File: src/rtl/pdw_rx_deser.sv
// Serial PDW frame receiver: deserialises frames into WORD_WIDTH words through a show-ahead FIFO.
// Optional CRC-16-CCITT trailer check is built when PDW_RX_CRC_EN is defined.
module pdw_rx_deser #(
  parameter int WORD_WIDTH = 16,
  parameter int FRAME_BITS = 192,
  parameter int FIFO_DEPTH = 16
) (
  input  logic                  clk,
  input  logic                  rst,
  input  logic                  pdw_data,
  input  logic                  pdw_frame,
  output logic [WORD_WIDTH-1:0] m_data,
  output logic                  m_valid,
  input  logic                  m_ready,
  output logic                  m_last,
  output logic                  frame_done,
  output logic                  frame_err,
  output logic                  err_len,
  output logic                  err_ovf,
  output logic                  err_crc,
  input  logic                  clr_status,
  output logic [15:0]           frame_count
);

`ifdef PDW_RX_CRC_EN
  localparam int TOTAL_BITS = FRAME_BITS + 16;
`else
  localparam int TOTAL_BITS = FRAME_BITS;
`endif
  localparam int CW  = $clog2(TOTAL_BITS + 1);
  localparam int WBW = $clog2(WORD_WIDTH);
  localparam int AW  = $clog2(FIFO_DEPTH);

  typedef enum logic [1:0] {SYNC, IDLE, RECV, DROP} state_t;

  typedef struct packed {
    logic                  last;
    logic [WORD_WIDTH-1:0] data;
  } fifo_ent_t;

  state_t state, state_nx;

  logic [CW-1:0]         bit_cnt;
  logic [WBW-1:0]        wbit;
  logic [WORD_WIDTH-2:0] sr;
  logic                  frm_bad;

  logic take_bit, too_long, frame_end, len_short, crc_bad, bad_now;
  logic in_payload, word_done, word_last;

  fifo_ent_t        mem [FIFO_DEPTH];
  logic [AW:0]      wr_ptr, rd_ptr;
  logic             full, pop, push, ovf;

  // FSM: state register
  always_ff @(posedge clk) begin
    if (rst) state <= SYNC;
    else     state <= state_nx;
  end

  // FSM: next state
  always_comb begin
    state_nx = state;
    case (state)
      SYNC: if (!pdw_frame) state_nx = IDLE;
      IDLE: if (pdw_frame)  state_nx = RECV;
      RECV: begin
        if (!pdw_frame)                       state_nx = IDLE;
        else if (bit_cnt == CW'(TOTAL_BITS))  state_nx = DROP;
      end
      DROP: if (!pdw_frame) state_nx = IDLE;
      default: state_nx = SYNC;
    endcase
  end

  // FSM: control outputs
  always_comb begin
    take_bit  = 1'b0;
    too_long  = 1'b0;
    frame_end = 1'b0;
    len_short = 1'b0;
    case (state)
      IDLE: take_bit = pdw_frame;
      RECV: begin
        if (pdw_frame) begin
          take_bit = (bit_cnt != CW'(TOTAL_BITS));
          too_long = (bit_cnt == CW'(TOTAL_BITS));
        end else begin
          frame_end = 1'b1;
          len_short = (bit_cnt != CW'(TOTAL_BITS));
        end
      end
      DROP: frame_end = !pdw_frame;
      default: ;
    endcase
  end

  assign in_payload = (bit_cnt < CW'(FRAME_BITS));
  assign word_done  = take_bit && in_payload && (wbit == WBW'(WORD_WIDTH - 1));
  assign word_last  = (bit_cnt == CW'(FRAME_BITS - 1));

`ifdef PDW_RX_CRC_EN
  logic [15:0] crc, rx_crc;
  logic        crc_fb;

  assign crc_fb  = crc[15] ^ pdw_data;
  // Only a correctly sized frame is judged on its CRC.
  assign crc_bad = frame_end && (state == RECV) && !len_short && (crc != rx_crc);

  always_ff @(posedge clk) begin
    if (rst) begin
      crc    <= 16'hFFFF;
      rx_crc <= '0;
    end else if (frame_end) begin
      crc    <= 16'hFFFF;
    end else if (take_bit) begin
      rx_crc <= {rx_crc[14:0], pdw_data};
      if (in_payload) crc <= {crc[14:0], 1'b0} ^ (crc_fb ? 16'h1021 : 16'h0000);
    end
  end

  always_ff @(posedge clk) begin
    if (rst)          err_crc <= 1'b0;
    else if (crc_bad) err_crc <= 1'b1;
    else if (clr_status) err_crc <= 1'b0;
  end
`else
  assign crc_bad = 1'b0;
  assign err_crc = 1'b0;
`endif

  assign bad_now = frm_bad | len_short | crc_bad;

  // Deserialiser, frame status and sticky flags
  always_ff @(posedge clk) begin
    if (rst) begin
      bit_cnt     <= '0;
      wbit        <= '0;
      sr          <= '0;
      frm_bad     <= 1'b0;
      frame_done  <= 1'b0;
      frame_err   <= 1'b0;
      frame_count <= '0;
      err_len     <= 1'b0;
      err_ovf     <= 1'b0;
    end else begin
      frame_done <= frame_end;
      frame_err  <= frame_end && bad_now;
      if (take_bit) begin
        sr      <= {sr[WORD_WIDTH-3:0], pdw_data};
        bit_cnt <= bit_cnt + CW'(1);
        wbit    <= (wbit == WBW'(WORD_WIDTH - 1)) ? '0 : wbit + WBW'(1);
      end
      if (frame_end) begin
        bit_cnt <= '0;
        wbit    <= '0;
        frm_bad <= 1'b0;
        if (!bad_now) frame_count <= frame_count + 16'd1;
      end else if (ovf || too_long) begin
        frm_bad <= 1'b1;
      end
      // A new error event on the same edge as clr_status keeps the flag set.
      err_len <= (too_long | len_short) | (err_len & ~clr_status);
      err_ovf <= ovf | (err_ovf & ~clr_status);
    end
  end

  // Show-ahead word FIFO; a pop on a full FIFO frees the slot for a same-cycle push.
  assign full = (wr_ptr[AW] != rd_ptr[AW]) && (wr_ptr[AW-1:0] == rd_ptr[AW-1:0]);
  assign pop  = m_valid && m_ready;
  assign push = word_done && (!full || pop);
  assign ovf  = word_done && full && !pop;

  always_ff @(posedge clk) begin
    if (rst) begin
      wr_ptr <= '0;
      rd_ptr <= '0;
    end else begin
      if (push) wr_ptr <= wr_ptr + (AW+1)'(1);
      if (pop)  rd_ptr <= rd_ptr + (AW+1)'(1);
    end
  end

  always_ff @(posedge clk) begin
    if (push) mem[wr_ptr[AW-1:0]] <= '{last: word_last, data: {sr, pdw_data}};
  end

  assign m_valid = (wr_ptr != rd_ptr);
  assign m_data  = mem[rd_ptr[AW-1:0]].data;
  assign m_last  = m_valid && mem[rd_ptr[AW-1:0]].last;

endmodule
File: config.mk
export PLATFORM = sky130hd
export DESIGN_NAME = pdw_rx_deser
export DESIGN_NICKNAME = d
export VERILOG_FILES = /design/src/rtl/pdw_rx_deser.sv
export SDC_FILE = /design/constraint.sdc
export NUM_CORES = 1
export LEC_CHECK = 0
export ABC_AREA = 0
export CORE_ASPECT_RATIO = 1.5
export CORE_MARGIN = 1
export CORE_UTILIZATION = 65
export DETAILED_ROUTE_END_ITERATION = 10
export DONT_BUFFER_PORTS = 1
export GPL_TIMING_DRIVEN = 0
export HOLD_SLACK_MARGIN = 0.03
export PLACE_DENSITY = 0.8
export SYNTH_ARGS = -nofsm -noshare
export SYNTH_HDL_FRONTEND = slang
export SYNTH_SLANG_ARGS = --single-unit
File: constraint.sdc
create_clock -name clk -period 5.8 [get_ports clk]
set_input_delay 1.16 -clock clk [delete_from_list [all_inputs] [get_ports clk]]
set_output_delay 1.16 -clock clk [all_outputs]
set_load 0.005 [all_outputs]
## Word-level counts from Yosys, hierarchy flattened

Memory sizes are Yosys's and may differ from the RTL's. A register that Yosys moved wholly into a read port is not among the register bits.
Index checks and enable logic that the tools add are counted.

- Add/sub/neg operators: 5
- Order comparisons: 1
- Equal/unequal tests: 13
- Mux-type cells: 18
- Bitwise gates (word level): 8
- Reductions and logical operators: 19

Operators by type and width:

| kind | number |
|---|---|
| adder 16 x 1 -> 16 bit, second input constant | 1 |
| == test 8 bit, second input constant | 2 |
| two-way mux 4 bit | 3 |
| adder 5 x 1 -> 5 bit, second input constant | 2 |
| logical AND 1 bit | 9 |
| adder 8 x 1 -> 8 bit, second input constant | 1 |
| < comparator 8 bit, second input constant | 1 |
| two-way mux 1 bit | 8 |
| two-way mux 2 bit | 4 |
| inequality test 8 bit, second input constant | 1 |
| case mux 2 bit (3 select lines) | 1 |
| inequality test 5 bit | 1 |
| adder 4 x 1 -> 4 bit, second input constant | 1 |
| == test 2 bit, second input constant | 2 |
| == test 4 bit | 1 |
| == test 4 bit, second input constant | 1 |
| inequality test 2 bit, second input constant | 2 |
| bitwise OR 1 bit | 4 |
| case mux 1 bit (2 select lines) | 2 |
| OR reduction 2 bit | 2 |
| zero test 1 bit | 3 |
| inequality test 3 bit, second input constant | 1 |
| AND reduction 3 bit | 1 |
| AND 1 bit | 2 |
| other kinds (6) | 8 |

- Flip-flop bits (word level): 60
- RAM bits: 272
- Bits of input ports: 6
- Output and inout bits: 39
- Word-level logic and storage cells: 77
- Memories: 1

Memories:

| name | depth | width | read ports | clocked after Yosys merged registers in | wr ports | line | RTL |
|---|---|---|---|---|---|---|---|
| mem | 16 | 17 | 1 | 1 | 1 | 51 | `fifo_ent_t mem [FIFO_DEPTH];` |

## Depth between registers and ports, before layout

- Depth after elaboration: 8
- Depth in mapped cells: 9
- Gate-level depth less buffers: 7

## Worst setup path after synthesis

No wires, ideal clock.

- Path type: reg2out
- Start: register with a tool-made name
- End: output port m_data[0]
- Arrival time: 2,042 ps
- Data required time: 4,640 ps
- Path slack: 2,598 ps
- Stages on the path, launching flop included: 6
- Buffers on the path: 3
- Path through: dfxtp_1 > clkbuf_1 > buf_2 > buf_2 > mux4_2 > mux4_2

RTL lines:

| what | line | RTL |
|---|---|---|
| end, declared | 12 | `output logic [WORD_WIDTH-1:0] m_data,` |

==> results.sh <==
export IMPL_wirelength_mm=28.9
export IMPL_final_net_count=770
export IMPL_clock_sinks=336
export IMPL_cts_buffers=29
export IMPL_cp_end_kind="output port"
export IMPL_die_width_um=118
export IMPL_vias=6915
export IMPL_hold_slack_ps=511
export IMPL_post_cts_buffers=0
export IMPL_netlist_area_um2=13100
export IMPL_criticalPathCategory="reg2out"
export IMPL_fillers=1124
export IMPL_final_common_cell="edfxtp_1"
export IMPL_holdPathStages=2
export IMPL_cts_resized=0
export IMPL_yosys_cell_types_count=48
export IMPL_clk_pin_slew_ps=60
export IMPL_clk_insertion_delay_late_ps=540
export IMPL_r2r_end="mem[7][1]"
export IMPL_finClkSkew_ps=9.17
export IMPL_ys_seq_elements=336
export IMPL_irDropWorstVdd_mv=0.259
export IMPL_wl_per_cell_um=27.9
export IMPL_arrival_ps=3170
export IMPL_die_y_um=176
export IMPL_status="finished, final reports clean"
export IMPL_regArea_um2=9450
export IMPL_ys_seq_area_frac=0.719
export IMPL_ctsHoldBuffers=0
export IMPL_min_period_ps=4330
export IMPL_start_util=0.664
export IMPL_synth_top_cells_by_area="edfxtp_1 (62%), mux4_2 (14%), dfxtp_1 (9.7%), xor2_1 (1.6%), nand2_1 (1.3%)"
export IMPL_drc=0
export IMPL_avgSynthCellArea_um2=18.2
export IMPL_core_um2=19800
export IMPL_multi_input_area_um2=3510
export IMPL_fmax_mhz=231
export IMPL_grt_usage=0.287
export IMPL_setup_tns_ps=0
export IMPL_layout_common_cells="edfxtp_1 (272), mux4_2 (84), dfxtp_1 (64)"
export IMPL_path_max_fanout=10
export IMPL_worstReg2RegStart="state[0]"
export IMPL_cp_required_ps=4640
export IMPL_drt_iter0_markers=705
export IMPL_antenna_left=0
export IMPL_drive_gt1_frac=0.189
export IMPL_hp_start="err_ovf"
export IMPL_critPathLaunchType="register"
export IMPL_grt_pass1_wl_mm=42.9
export IMPL_cts_tree="yes"
export IMPL_rows=63
export IMPL_synth_top_area_frac=0.621
export IMPL_yosysTopAreaCell="edfxtp_1"
export IMPL_r2r_slack_ps=2590
export IMPL_antenna_cells=0
export IMPL_ioPinCount=45
export IMPL_period_share=0.747
export IMPL_worst_pin_slew_ps=1270
export IMPL_relSlewSlack=0.156
export IMPL_crit_end="m_data[2]"
export IMPL_p_leak_nw=4.71
export IMPL_place_congestion=0.763
export IMPL_via_per_inst=6.69
export IMPL_hp_class="reg2reg"
export IMPL_rsz0062_at_grt="false"
export IMPL_synthCells=721
export IMPL_grt_antenna_before_repair=0
export IMPL_hold_viol_final=0
export IMPL_first_pass_iters=7
export IMPL_clock_path_buffers=3
export IMPL_p_per_area_nw_per_um2=326
export IMPL_grt_pass1_vias=7189
export IMPL_htree_num_levels=1
export IMPL_dieArea_um2=20800
export IMPL_maxCapViolations=0
export IMPL_ys_warn_count=0
export IMPL_place_detailed_hpwl_mm=17.3
export IMPL_numPortBuffers=0
export IMPL_area_growth_pct=9.66
export IMPL_syn_num_nets=739
export IMPL_grt_max_degree=19
export IMPL_globalRouteOverflowTotal=0
export IMPL_worst_r2r_cell_count=9
export IMPL_slew_violations=0
export IMPL_root_buffer="clkbuf_16"
export IMPL_setup_violations=0
## power breakdown
part | total, mW | switching (mW) | internal, mW
clock | 1.91 | 0.814 | 1.10
combinational | 0.174 | 0.118 | 0.0558
sequential | 2.62 | 0.0239 | 2.59
total | 4.70 | 0.956 | 3.74
## Yosys cell counts (all sizes together)
| cell | count |
|---|---|
| inv | 6 |
| nor2b | 6 |
| nor2 | 43 |
| nand2 | 47 |
| nor3b | 2 |
| dfxtp | 64 |
| a311oi | 1 |
| o21ai | 2 |
| nor4 | 1 |
| nand3 | 7 |
| o21a | 1 |
| and3 | 23 |
| conb | 1 |
| or2 | 2 |
| a31oi | 1 |
| o21bai | 1 |
| nand4 | 12 |
| mux2 | 3 |
| a31o | 1 |
| clkbuf | 25 |
| xnor2 | 9 |
| mux4 | 84 |
| a211oi | 1 |
| o211a | 3 |
| or4 | 1 |
| a41oi | 1 |
| xor2 | 24 |
| or3 | 1 |
| edfxtp | 272 |
| and2 | 1 |
| buf | 11 |
| nand2b | 4 |
| o32ai | 1 |
| mux2i | 3 |
| o211ai | 4 |
| nor3 | 6 |
| ha | 12 |
| and4 | 3 |
| nand4b | 3 |
| o41ai | 1 |
| a21oi | 27 |
## per-layer routing
layer,wire length (um),track usage
met1,9850,0.327
met2,15700,0.530
met3,2040,0.0472
met4,1260,0.130
met5,0,0
## worst min-delay path by stage
stage	endpoint
finish	err_ovf
global placement	wbit[1]
detailed placement	err_ovf
floorplan	err_ovf
CTS	frame_count[15]
global route	frame_count[15]
## stage by stage
step                      utilization  power [mW]  instances  cell area [um^2]  setup WS (ps)
after CTS                       0.728        4.71       1034             14400           1510
after detailed placement        0.681        2.84        981             13500           2080
after floorplan                     -        2.79        721             13100           2600
after global placement          0.681        2.82        981             13500           2170
final                           0.728        4.70       1034             14400           1470
after global routing            0.728        4.81       1034             14400           1440
## logic make-up after synthesis
family	count (synthesis)	share of synthesized area
AO/OA/AOI/OAI	45	0.0231
XOR/XNOR	33	0.0220
adder cells (fa/ha/maj)	12	0.0114
buffers and inverters	42	0.0146
flip-flops	336	0.719
multiplexers	90	0.149
other	1	0.000285
AND/OR/NAND/NOR	162	0.0605
## critical path, stage by stage (launching register included)
cell	delay, ps
dfxtp_1	340
clkbuf_1	580
clkbuf_1	740
mux4_2	440
mux4_2	520
## flip-flops by register name (all words and copies together) (netlist names), named ones only
| register | cells |
|---|---|
| wr_ptr | 5 |
| mem | 272 |
| frm_bad | 1 |
| state | 2 |
| err_ovf | 1 |
| bit_cnt | 8 |
| rd_ptr | 5 |
| wbit | 4 |
| frame_err | 1 |
| frame_done | 1 |
| sr | 15 |
| frame_count | 16 |
| err_len | 1 |
## final cells by class
class | instances | share of cell area
multi-input combinational | 343 | 0.243
sequential | 336 | 0.656
tap | 260 | 0.0226
clock inverter | 11 | 0.00938
clock buffer | 42 | 0.0558
buffer | 36 | 0.0117
inverter | 6 | 0.00156
(Power assumes the default switching activity.)
